`src/rtl/adc_oversampler.sv`:
```
// adc_oversampler: averages 2^OSR_LOG2 SAR ADC conversions into one rounded, saturated 12-bit result.
// Latency: st_conv one cycle after start is accepted; avg_valid two cycles after the last sample's done_edge.
// Backpressure: none; start while busy is dropped, and a conversion that never completes times out.
//
// Ports:
//   clk, rst          - single clock, synchronous active-high reset
//   start             - request one averaged measurement (ignored while busy)
//   st_conv           - one-cycle start-of-conversion pulse to the ADC
//   adc_done, result  - ADC completion level (asynchronous) and its 12-bit result
//   avg_out/avg_valid - rounded average and its one-cycle valid pulse
//   busy              - high whenever the FSM is not idle
//   timeout_err       - sticky abort flag, cleared by the next accepted start
module adc_oversampler #(
  parameter int OSR_LOG2       = 2,
  parameter int TIMEOUT_CYCLES = 64
) (
  input  logic        clk,
  input  logic        rst,
  input  logic        start,
  output logic        st_conv,
  input  logic        adc_done,
  input  logic [11:0] result,
  output logic [11:0] avg_out,
  output logic        avg_valid,
  output logic        busy,
  output logic        timeout_err
);

  localparam int AW = 12 + OSR_LOG2;
  localparam int TW = (TIMEOUT_CYCLES > 1) ? $clog2(TIMEOUT_CYCLES) : 1;
  localparam int CW = OSR_LOG2 + 1;

  localparam logic [CW-1:0] LAST_SAMPLE = CW'((1 << OSR_LOG2) - 1);
  localparam logic [TW-1:0] TO_LAST     = TW'(TIMEOUT_CYCLES - 1);
  // Half an LSB of the output; shifting 1 down by one yields zero when no averaging is done.
  localparam logic [AW:0]   ROUND_TERM  = (AW + 1)'((1 << OSR_LOG2) >> 1);

  localparam logic [2:0] S_IDLE = 3'd0;
  localparam logic [2:0] S_TRIG = 3'd1;
  localparam logic [2:0] S_WAIT = 3'd2;
  localparam logic [2:0] S_ACC  = 3'd3;
  localparam logic [2:0] S_DONE = 3'd4;

  logic [2:0]    state;
  logic [AW-1:0] acc;
  logic [CW-1:0] smp_cnt;
  logic [TW-1:0] to_cnt;
  logic [11:0]   cap;
  logic          sync_q1, sync_q2, sync_q3;
  logic          done_edge;

  logic [AW-1:0] acc_next;
  logic [AW:0]   rounded;
  logic [AW:0]   scaled;
  logic [11:0]   avg_calc;

  // Two flops bring adc_done into the clk domain; the third remembers the previous level.
  assign done_edge = sync_q2 & ~sync_q3;

  // The accumulator holds at most 2^OSR_LOG2 full-scale samples, so AW bits never wrap.
  assign acc_next = acc + AW'(cap);
  assign rounded  = {1'b0, acc_next} + ROUND_TERM;
  assign scaled   = rounded >> OSR_LOG2;
  assign avg_calc = (scaled > (AW + 1)'(12'hFFF)) ? 12'hFFF : scaled[11:0];

  assign st_conv   = (state == S_TRIG);
  assign avg_valid = (state == S_DONE);
  assign busy      = (state != S_IDLE);

  always_ff @(posedge clk) begin
    if (rst) begin
      state       <= S_IDLE;
      acc         <= '0;
      smp_cnt     <= '0;
      to_cnt      <= '0;
      cap         <= '0;
      avg_out     <= '0;
      timeout_err <= 1'b0;
      sync_q1     <= 1'b0;
      sync_q2     <= 1'b0;
      sync_q3     <= 1'b0;
    end else begin
      sync_q1 <= adc_done;
      sync_q2 <= sync_q1;
      sync_q3 <= sync_q2;

      case (state)
        S_IDLE: begin
          if (start) begin
            state       <= S_TRIG;
            acc         <= '0;
            smp_cnt     <= '0;
            to_cnt      <= '0;
            timeout_err <= 1'b0;
          end
        end
        S_TRIG: begin
          to_cnt <= '0;
          state  <= S_WAIT;
        end
        S_WAIT: begin
          if (done_edge) begin
            cap   <= result;
            state <= S_ACC;
          end else if (to_cnt == TO_LAST) begin
            timeout_err <= 1'b1;
            state       <= S_IDLE;
          end else begin
            to_cnt <= to_cnt + TW'(1);
          end
        end
        S_ACC: begin
          acc <= acc_next;
          if (smp_cnt == LAST_SAMPLE) begin
            // Registering the average here makes avg_out valid in the same cycle as avg_valid.
            avg_out <= avg_calc;
            state   <= S_DONE;
          end else begin
            smp_cnt <= smp_cnt + CW'(1);
            state   <= S_TRIG;
          end
        end
        S_DONE: begin
          state <= S_IDLE;
        end
        default: begin
          state <= S_IDLE;
        end
      endcase
    end
  end

endmodule

```
`config.mk`:
```
export PLATFORM = sky130hd
export DESIGN_NAME = adc_oversampler
export DESIGN_NICKNAME = d
export VERILOG_FILES = /design/src/rtl/adc_oversampler.sv
export SDC_FILE = /design/constraint.sdc
export NUM_CORES = 1
export LEC_CHECK = 0
export ABC_CLOCK_PERIOD_IN_PS = 3200
export BUFFER_PORTS_ARGS = -buffer_cell sky130_fd_sc_hd__buf_2
export CORE_UTILIZATION = 59
export DETAILED_ROUTE_END_ITERATION = 16
export GPL_TIMING_DRIVEN = 0
export HOLD_SLACK_MARGIN = 0.05
export PLACE_DENSITY = 0.89
export SYNTH_ARGS = -nofsm -noshare
export SYNTH_HDL_FRONTEND = slang
export SYNTH_SLANG_ARGS = --single-unit
export TNS_END_PERCENT = 50
```
`constraint.sdc`:
```
create_clock -name clk -period 3.2 [get_ports clk]
set_input_delay 0.48 -clock clk [delete_from_list [all_inputs] [get_ports clk]]
set_output_delay 0.48 -clock clk [all_outputs]
set_load 0.02 [all_outputs]
```
# Word-level counts from Yosys, hierarchy flattened
# Index checks and enable logic that the tools add are counted.
# op_classes
n_lt_le_gt_ge,1
muxes,19
n_reduce_logical,12
div,0
n_addsub,4
n_eq_ne,12
n_mul,0
n_bitwise,2
shift,0
# op_table
operator,count
$pmux W14 S2,1
$mux W3,6
$mux W6,3
$pmux W6 S3,1
$add A14 B2 Y15 const B,1
$add A14 B12 Y14,1
$mux W14,1
$gt A13 B12 Y1 const B,1
$mux W12,1
$pmux W3 S4,1
$ne A2 B2 Y1 const B,5
$eq A3 B2 Y1 const B,3
$reduce_and A2 Y1,4
$reduce_and A4 Y1,2
$add A6 B1 Y6 const B,1
$eq A6 B6 Y1 const B,1
$pmux W3 S2,1
$reduce_bool A3 Y1,2
$reduce_bool A2 Y1,2
$add A3 B1 Y3 const B,1
$eq A3 B1 Y1 const B,1
$eq A3 B3 Y1 const B,1
$logic_not A3 Y1,1
$mux W1,3
5 further kinds,5
# word_totals
inputBits,16
elab_cells,60
mem_bits_rw,0
romBits,0
output_inout_bits,16
register_bits,54
latch_bits,0
memories,0

# Longest topological paths before layout
# Gate-level depths: netlist of the first run.
# logic_depth
word_depth,4
mapped_depth,11
depth_no_buf,11

# Least setup slack after synthesis of the first run
# Ideal clock, no wire load.
# synth_path
path_kind,register -> register
from,register acc[0]
to,register avg_out[10]
stages_incl_launch_ff,12
t_required_ps,3062
setup_slack_ps,458
setup_time_ps,138
t_arrival_ps,2604
synth_period_minus_slack_ps,2742
n_path_buf,0
path_cell_list,dfxtp_1 -> ha_1 -> inv_1 -> fa_1 -> nand2b_2 -> a21oi_1 -> xor2_1 -> nand4_2 -> nor4_4 -> nand3_1 -> nor4b_1 -> a2111oi_1
# synth_between
elab_chain_cells,4
# synth_lines
item,line,source
start: declaration,45,logic [AW-1:0] acc;
start signal: assignment,113,acc <= acc_next;
$add A14 B12 Y14 (*),61,assign acc_next = acc + AW'(cap);
$add A14 B2 Y15 (*),62,"assign rounded = {1'b0, acc_next} + ROUND_TERM;"
$gt A13 B12 Y1,64,assign avg_calc = (scaled > (AW + 1)'(12'hFFF)) ? 12'hFFF : scaled[11:0];
$mux W12 (*),64,
end signal: assignment,116,avg_out <= avg_calc;
end: declaration,23,"output logic [11:0] avg_out,"
# Every way passes the cells marked *; elsewhere a longest branch is shown, timed or not.
# A chain may end at the register's enable or synchronous reset.

# Worst setup path in the final report of the first run
# layout_path
from,register acc[0]
to,register avg_out[4]
# The elaborated chain is that of the path after synthesis.

==> results of run 1 <==
## cells in the final DEF, fill, tap and decap left out, types with 9 or more instances in the layout
| cell | netlist | layout |
|---|---|---|
| nor2_1 | 54 | 54 |
| dfxtp_1 | 54 | 54 |
| nand2_1 | 45 | 45 |
| buf_2 | 0 | 31 |
| a21oi_1 | 31 | 30 |
| ha_1 | 16 | 16 |
| inv_1 | 12 | 12 |
| clkbuf_1 | 12 | 12 |
| a22oi_1 | 11 | 11 |
| xnor2_1 | 9 | 9 |
| xor2_1 | 10 | 9 |
## worst max-delay path, delay by kind of cell, from the launching register on
family / cells / cell delay [ns]
simple gates: 3 / 0.81
fa+ha+maj: 2 / 0.59
compound gates: 3 / 0.50
buf+inv: 3 / 0.42
flops: 1 / 0.35
xor+xnor: 1 / 0.28
## registers in the layout, summed over array words and instances, names as in the netlist, 3 cells and up
register	flops
acc	14
avg_out	12
cap	12
to_cnt	6
smp_cnt	3
state	3
## worst min-delay path by stage
stage | endpoint | startpoint | slack, ns
5_1_grt | sync_q1 | adc_done | 0.38
6_report | sync_q1 | adc_done | 0.38
3_3_place_gp | sync_q2 | sync_q1 | 0.43
4_1_cts | sync_q1 | adc_done | 0.38
2_1_floorplan | sync_q2 | sync_q1 | 0.41
3_5_place_dp | cap[2] | cap[2] | 0.45
## kinds of logic (layout without fill, tap and decap cells)
family	count (synthesis)	count (layout)
AO/OA/AOI/OAI	88	88
multiplexers	1	1
buffers and inverters	27	71
flip-flops	54	54
adder cells (fa/ha/maj)	17	17
AND/OR/NAND/NOR	147	147
XOR/XNOR	21	21
## per-stage QoR
step	utilization	setup WS (ns)	hold WS [ns]	total power (uW)
final	0.718	0.145	0.376	1360
after global routing	0.718	-0.00351	0.376	1400
after CTS	0.703	0.0832	0.382	1360
after detailed placement	0.678	0.0947	0.454	879
after global placement	0.678	0.196	0.434	876
after floorplan	-	0.458	0.414	831
## power breakdown
part	internal, uW	switching [uW]
Combinational	55.8	118
Clock	258	231
Sequential	685	10.1
Total	998	359
## repair_timing
action / CTS / global route
gates resized for setup: 0 / 3
endpoints found under the setup margin: 0 / 12
hold endpoints to repair: 0 / 0
setup buffers: 0 / 5
## final cells by class
class | count | area share
plain buffers | 15 | 0.0183
clock buffers | 6 | 0.0237
repair buffers | 36 | 0.0589
flip-flops and latches | 54 | 0.310
multi-input cells | 274 | 0.541
inverters | 12 | 0.0129
well taps | 67 | 0.0241
clock inverters | 2 | 0.0111
## layer usage
| metal | up-vias | GRT usage | wire length (um) |
|---|---|---|---|
| met5 | - | 0 | 0 |
| met4 | 0 | 0.0897 | 170 |
| met1 | 1223 | 0.315 | 3000 |
| li1 | 1339 | - | - |
| met2 | 61 | 0.450 | 3250 |
| met3 | 15 | 0.0425 | 229 |
==> flow_metrics.py, run 1 <==
metrics = {
    "sta": {
        "fin_skew_ns": 0.0141,
        "setup_viol": 0,
        "hold_viol_final": 0,
        "fin_setup_tns_ns": 0,
        "fin_crit_sh": 0.955,
        "timing.final.max_slew_violations": 0,
        "worstMarginPinSlew_ns": 0.796,
        "relSlewSlack": 0.468,
        "period_minus_slack_ns": 3.06,
        "max_freq_mhz": 327,
    },
    "pwr": {
        "leakagePower_uw": 0.00137,
        "cellPowerDensity_nw_per_um2": 390,
        "ir_worst_vdd_uv": 355,
    },
    "detailed_routing": {
        "drt_iter0_drc": 177,
        "dr.pass1.iters": 4,
        "routed_wl_um": 6650,
        "ant_nets": 0,
        "viasPerCell": 5.66,
        "vias": 2638,
        "drc": 0,
        "wire_per_inst_um": 14.3,
    },
    "clock_network": {
        "cts_tree": "built",
        "htree_levels": 2,
        "path_clk_slew_ns": 0.10,
        "clkSinkCount": 54,
        "cts_buffer_depth": 2,
        "cts_buffers": 5,
        "clock_latency_ns": 0.32,
        "hold_buffers": 0,
        "cts_root_buf": "clkbuf_8",
    },
    "synthesis": {
        "synth_seq_cells": 54,
        "synth_compound_area_frac": 0.231,
        "synth_simple_gate_area_frac": 0.238,
        "synth_flop_cell": "dfxtp_1",
        "synth_area_leader_cell": "dfxtp_1",
        "synth-seq-area-share": 0.355,
        "synthDistinctLibCells": 63,
        "synthMuxAreaShare": 0.00369,
        "async_flop_share": 0,
        "avgSynthCellArea_um2": 8.59,
        "syn_nets": 388,
        "synthXorXnorAreaFrac": 0.0652,
        "synth_edf_count": 0,
        "synth_top_family_by_area": "simple AND/OR/NAND/NOR gates",
        "yosys.area_share.adder": 0.0722,
        "synth_cells": 355,
        "synth_area_leaders": "dfxtp_1 (35%), nor2_1 (6.6%), ha_1 (6.6%)",
        "synth_common_cells": "dfxtp_1 (54), nor2_1 (54), nand2_1 (45)",
        "ys_warn_count": 0,
        "yosysTopAreaCellShare": 0.355,
        "synth_area_um2": 3050,
    },
    "critical_path": {
        "crit_chain": "ha_1, inv_1, fa_1, nand2b_2, a21oi_2, xor2_2, nand4_2, nor4_4, buf_4, a31oi_4, buf_12, a211oi_2",
        "crit_type": "reg2reg",
        "slowest_stage": "fa_1",
        "r2r-end": "avg_out[4]",
        "slowest_delay_ns": 0.40,
        "setup.worst_path.end": "avg_out[4]",
        "startpoint_type": "flop",
        "crit_fanout": 10,
        "crit_start": "acc[0]",
        "arrival_ns": 3.29,
        "reg2reg_depth": 12,
        "timing.rr.start": "acc[0]",
        "worstSetupEndpointType": "flop",
        "crit_required_ns": 3.43,
        "r2r_slack_ns": 0.14,
    },
    "finish": {
        "multiInputGateArea_um2": 1880,
        "final_cell_area_um2": 3480,
        "finalNetCount": 431,
        "fill_cells": 353,
        "instances_no_fill": 466,
        "register_area_um2": 1080,
        "drive_above_1_share": 0.216,
        "syn_to_final_growth_pct": 14.2,
        "n_antenna_cell": 0,
    },
    "worst_hold_path": {
        "hold-path-cell-count": 2,
        "hold_path.class": "in2reg",
    },
    "global_routing": {
        "track_usage": 0.256,
        "grt_antenna_before_repair": 0,
        "grt_pass1_wl_um": 10600,
        "grt_start_max_net_pins": 18,
        "grt_overflow": 0,
        "grt_pass1_vias": 2456,
    },
    "run": {
        "drv_cap": 0,
    },
    "floorplanning": {
        "die_x_um": 73.9,
        "rows": 25,
        "die-area_um2": 5460,
        "io_pins": 32,
        "fp.coreArea_um2": 4850,
        "die_h_um": 73.9,
        "start_util": 0.629,
    },
    "placed_design": {
        "dp.cells": 453,
        "io_buffers": 31,
        "dpl_cell_area_um2": 3290,
        "dp_hpwl_um": 5030,
        "finalWeightedCongestion": 0.952,
    },
    "run_status": {
        "outcome": "complete, no violations",
    },
}
Note: power is estimated with default switching activity, not from simulation.
==> run 2: changes to the inputs <==
Settings changed: GPL_TIMING_DRIVEN 0 to default.
==> flow_metrics.py, run 2 (synthesis results as in run 1) <==
metrics = {
    "run_status": {
        "outcome": "complete, no violations",
    },
    "critical_path": {
        "crit_type": "reg2reg",
        "slowest_delay_ns": 0.46,
        "r2r-end": "avg_out[10]",
        "startpoint_type": "flop",
        "crit_start": "acc[0]",
        "arrival_ns": 3.20,
        "crit_chain": "ha_1, inv_1, fa_1, nand2b_2, a21oi_2, or4_1, o311ai_2, nor4_4, nand3_1, a2111oi_1",
        "path_buf_inv": 1,
        "crit_required_ns": 3.40,
        "critPathTopFamily": "simple AND/OR/NAND/NOR gates",
        "timing.rr.start": "acc[0]",
        "slowest_stage": "nor4_4",
        "r2r_slack_ns": 0.20,
        "cp_num_cells": 10,
        "crit_fanout": 6,
        "worstSetupEndpointType": "flop",
        "reg2reg_depth": 10,
    },
    "detailed_routing": {
        "vias": 2631,
        "ant_nets": 0,
        "wire_per_inst_um": 14.6,
        "dr.pass1.iters": 4,
        "viasPerCell": 5.82,
        "routed_wl_um": 6610,
        "drt_iter0_drc": 160,
        "drc": 0,
    },
    "finish": {
        "regMostFlops": "acc",
        "instances_no_fill": 452,
        "reg_top3": "acc x14, avg_out x12, cap x12",
        "syn_to_final_growth_pct": 11.2,
        "largest_reg_flops": 14,
        "fill_cells": 398,
        "n_antenna_cell": 0,
        "finalNetCount": 417,
        "multiInputGateArea_um2": 1860,
        "drive_above_1_share": 0.218,
        "register_area_um2": 1080,
        "layout_common_cells": "nor2_1 (54), dfxtp_1 (54), nand2_1 (45), a21oi_1 (31), buf_2 (31)",
    },
    "sta": {
        "period_minus_slack_ns": 3.00,
        "timing.final.max_slew_violations": 0,
        "fin_skew_ns": 0.00969,
        "setup_viol": 0,
        "fin_crit_sh": 0.938,
        "max_freq_mhz": 333,
        "fin_setup_tns_ns": 0,
        "relSlewSlack": 0.548,
        "rsz0062_at_grt": "false",
        "hold_viol_final": 0,
        "worstMarginPinSlew_ns": 0.677,
    },
    "pwr": {
        "cellPowerDensity_nw_per_um2": 401,
        "leakagePower_uw": 0.00135,
        "ir_worst_vdd_uv": 365,
    },
    "global_routing": {
        "track_usage": 0.264,
        "grt_pass1_vias": 2458,
        "grt_overflow": 0,
        "grt_start_max_net_pins": 34,
        "grt_antenna_before_repair": 0,
        "grt_pass1_wl_um": 11000,
    },
    "floorplanning": {
        "die_x_um": 73.9,
        "fp.coreArea_um2": 4850,
        "io_pins": 32,
        "die-area_um2": 5460,
        "die_h_um": 73.9,
        "rows": 25,
        "start_util": 0.629,
    },
    "clock_network": {
        "path_clk_slew_ns": 0.10,
        "clkSinkCount": 54,
        "post_cts_resized": 0,
        "hold_buffers": 0,
        "post_cts_buffers": 0,
        "clock_latency_ns": 0.32,
        "cts_root_buf": "clkbuf_8",
        "htree_levels": 2,
        "cts_tree": "built",
        "cts_buffers": 5,
        "cts_buffer_depth": 2,
    },
    "worst_hold_path": {
        "hold-path-cell-count": 2,
        "min_from": "adc_done",
        "holdPathEnd": "sync_q1",
        "hold_path.class": "in2reg",
    },
    "placed_design": {
        "dp_hpwl_um": 4880,
        "dp.cells": 444,
        "finalWeightedCongestion": 0.973,
        "io_buffers": 31,
    },
    "run": {
        "drv_cap": 0,
    },
}
## run 2: cell types whose count changed in the layout (fill, tap and decap cells not counted), sizes merged
cell    delta
clkbuf    -12
buf        -2
## run 2: area by class of cell
cell class	instances	area share
Clock buffer	6	0.0244
Clock inverter	2	0.0114
Inverter	12	0.0133
Multi-Input combinational cell	274	0.548
Sequential cell	54	0.319
Tap cell	67	0.0247
Timing Repair Buffer	37	0.0590
## run 2: per-layer routing
| layer | share of wire | GRT usage | wire length (um) | vias up |
|---|---|---|---|---|
| li1 | - | - | - | 1310 |
| met1 | 0.45 | 0.334 | 2970 | 1234 |
| met2 | 0.47 | 0.443 | 3130 | 66 |
| met3 | 0.047 | 0.0398 | 313 | 21 |
| met4 | 0.029 | 0.118 | 193 | 0 |
| met5 | 0 | 0 | 0 | - |
## run 2: how the worst max path moves through the flow
stage,slack [ns],end
after global routing,0.02,avg_out[10]
final,0.20,avg_out[10]
after CTS,0.17,avg_out[10]
after floorplan,0.46,avg_out[10]
after global placement,0.40,avg_out[10]
after detailed placement,0.22,avg_out[10]
## run 2: metrics by stage
step           utilization  hold WS, ns  area (um2)  setup WS (ns)  total power (uW)
4_1_cts              0.699        0.365        3390          0.165              1360
2_1_floorplan            -        0.414        3050          0.458               831
3_3_place_gp         0.674        0.435        3270          0.402               872
3_5_place_dp         0.674        0.438        3270          0.223               876
6_report             0.699        0.371        3390          0.198              1360
5_1_grt              0.699        0.381        3390         0.0157              1410
## run 2: power breakdown
| part | internal, uW | switching, uW |
|---|---|---|
| sequential | 685 | 14.4 |
| clock | 258 | 240 |
| combinational | 53.4 | 110 |
| total | 996 | 364 |
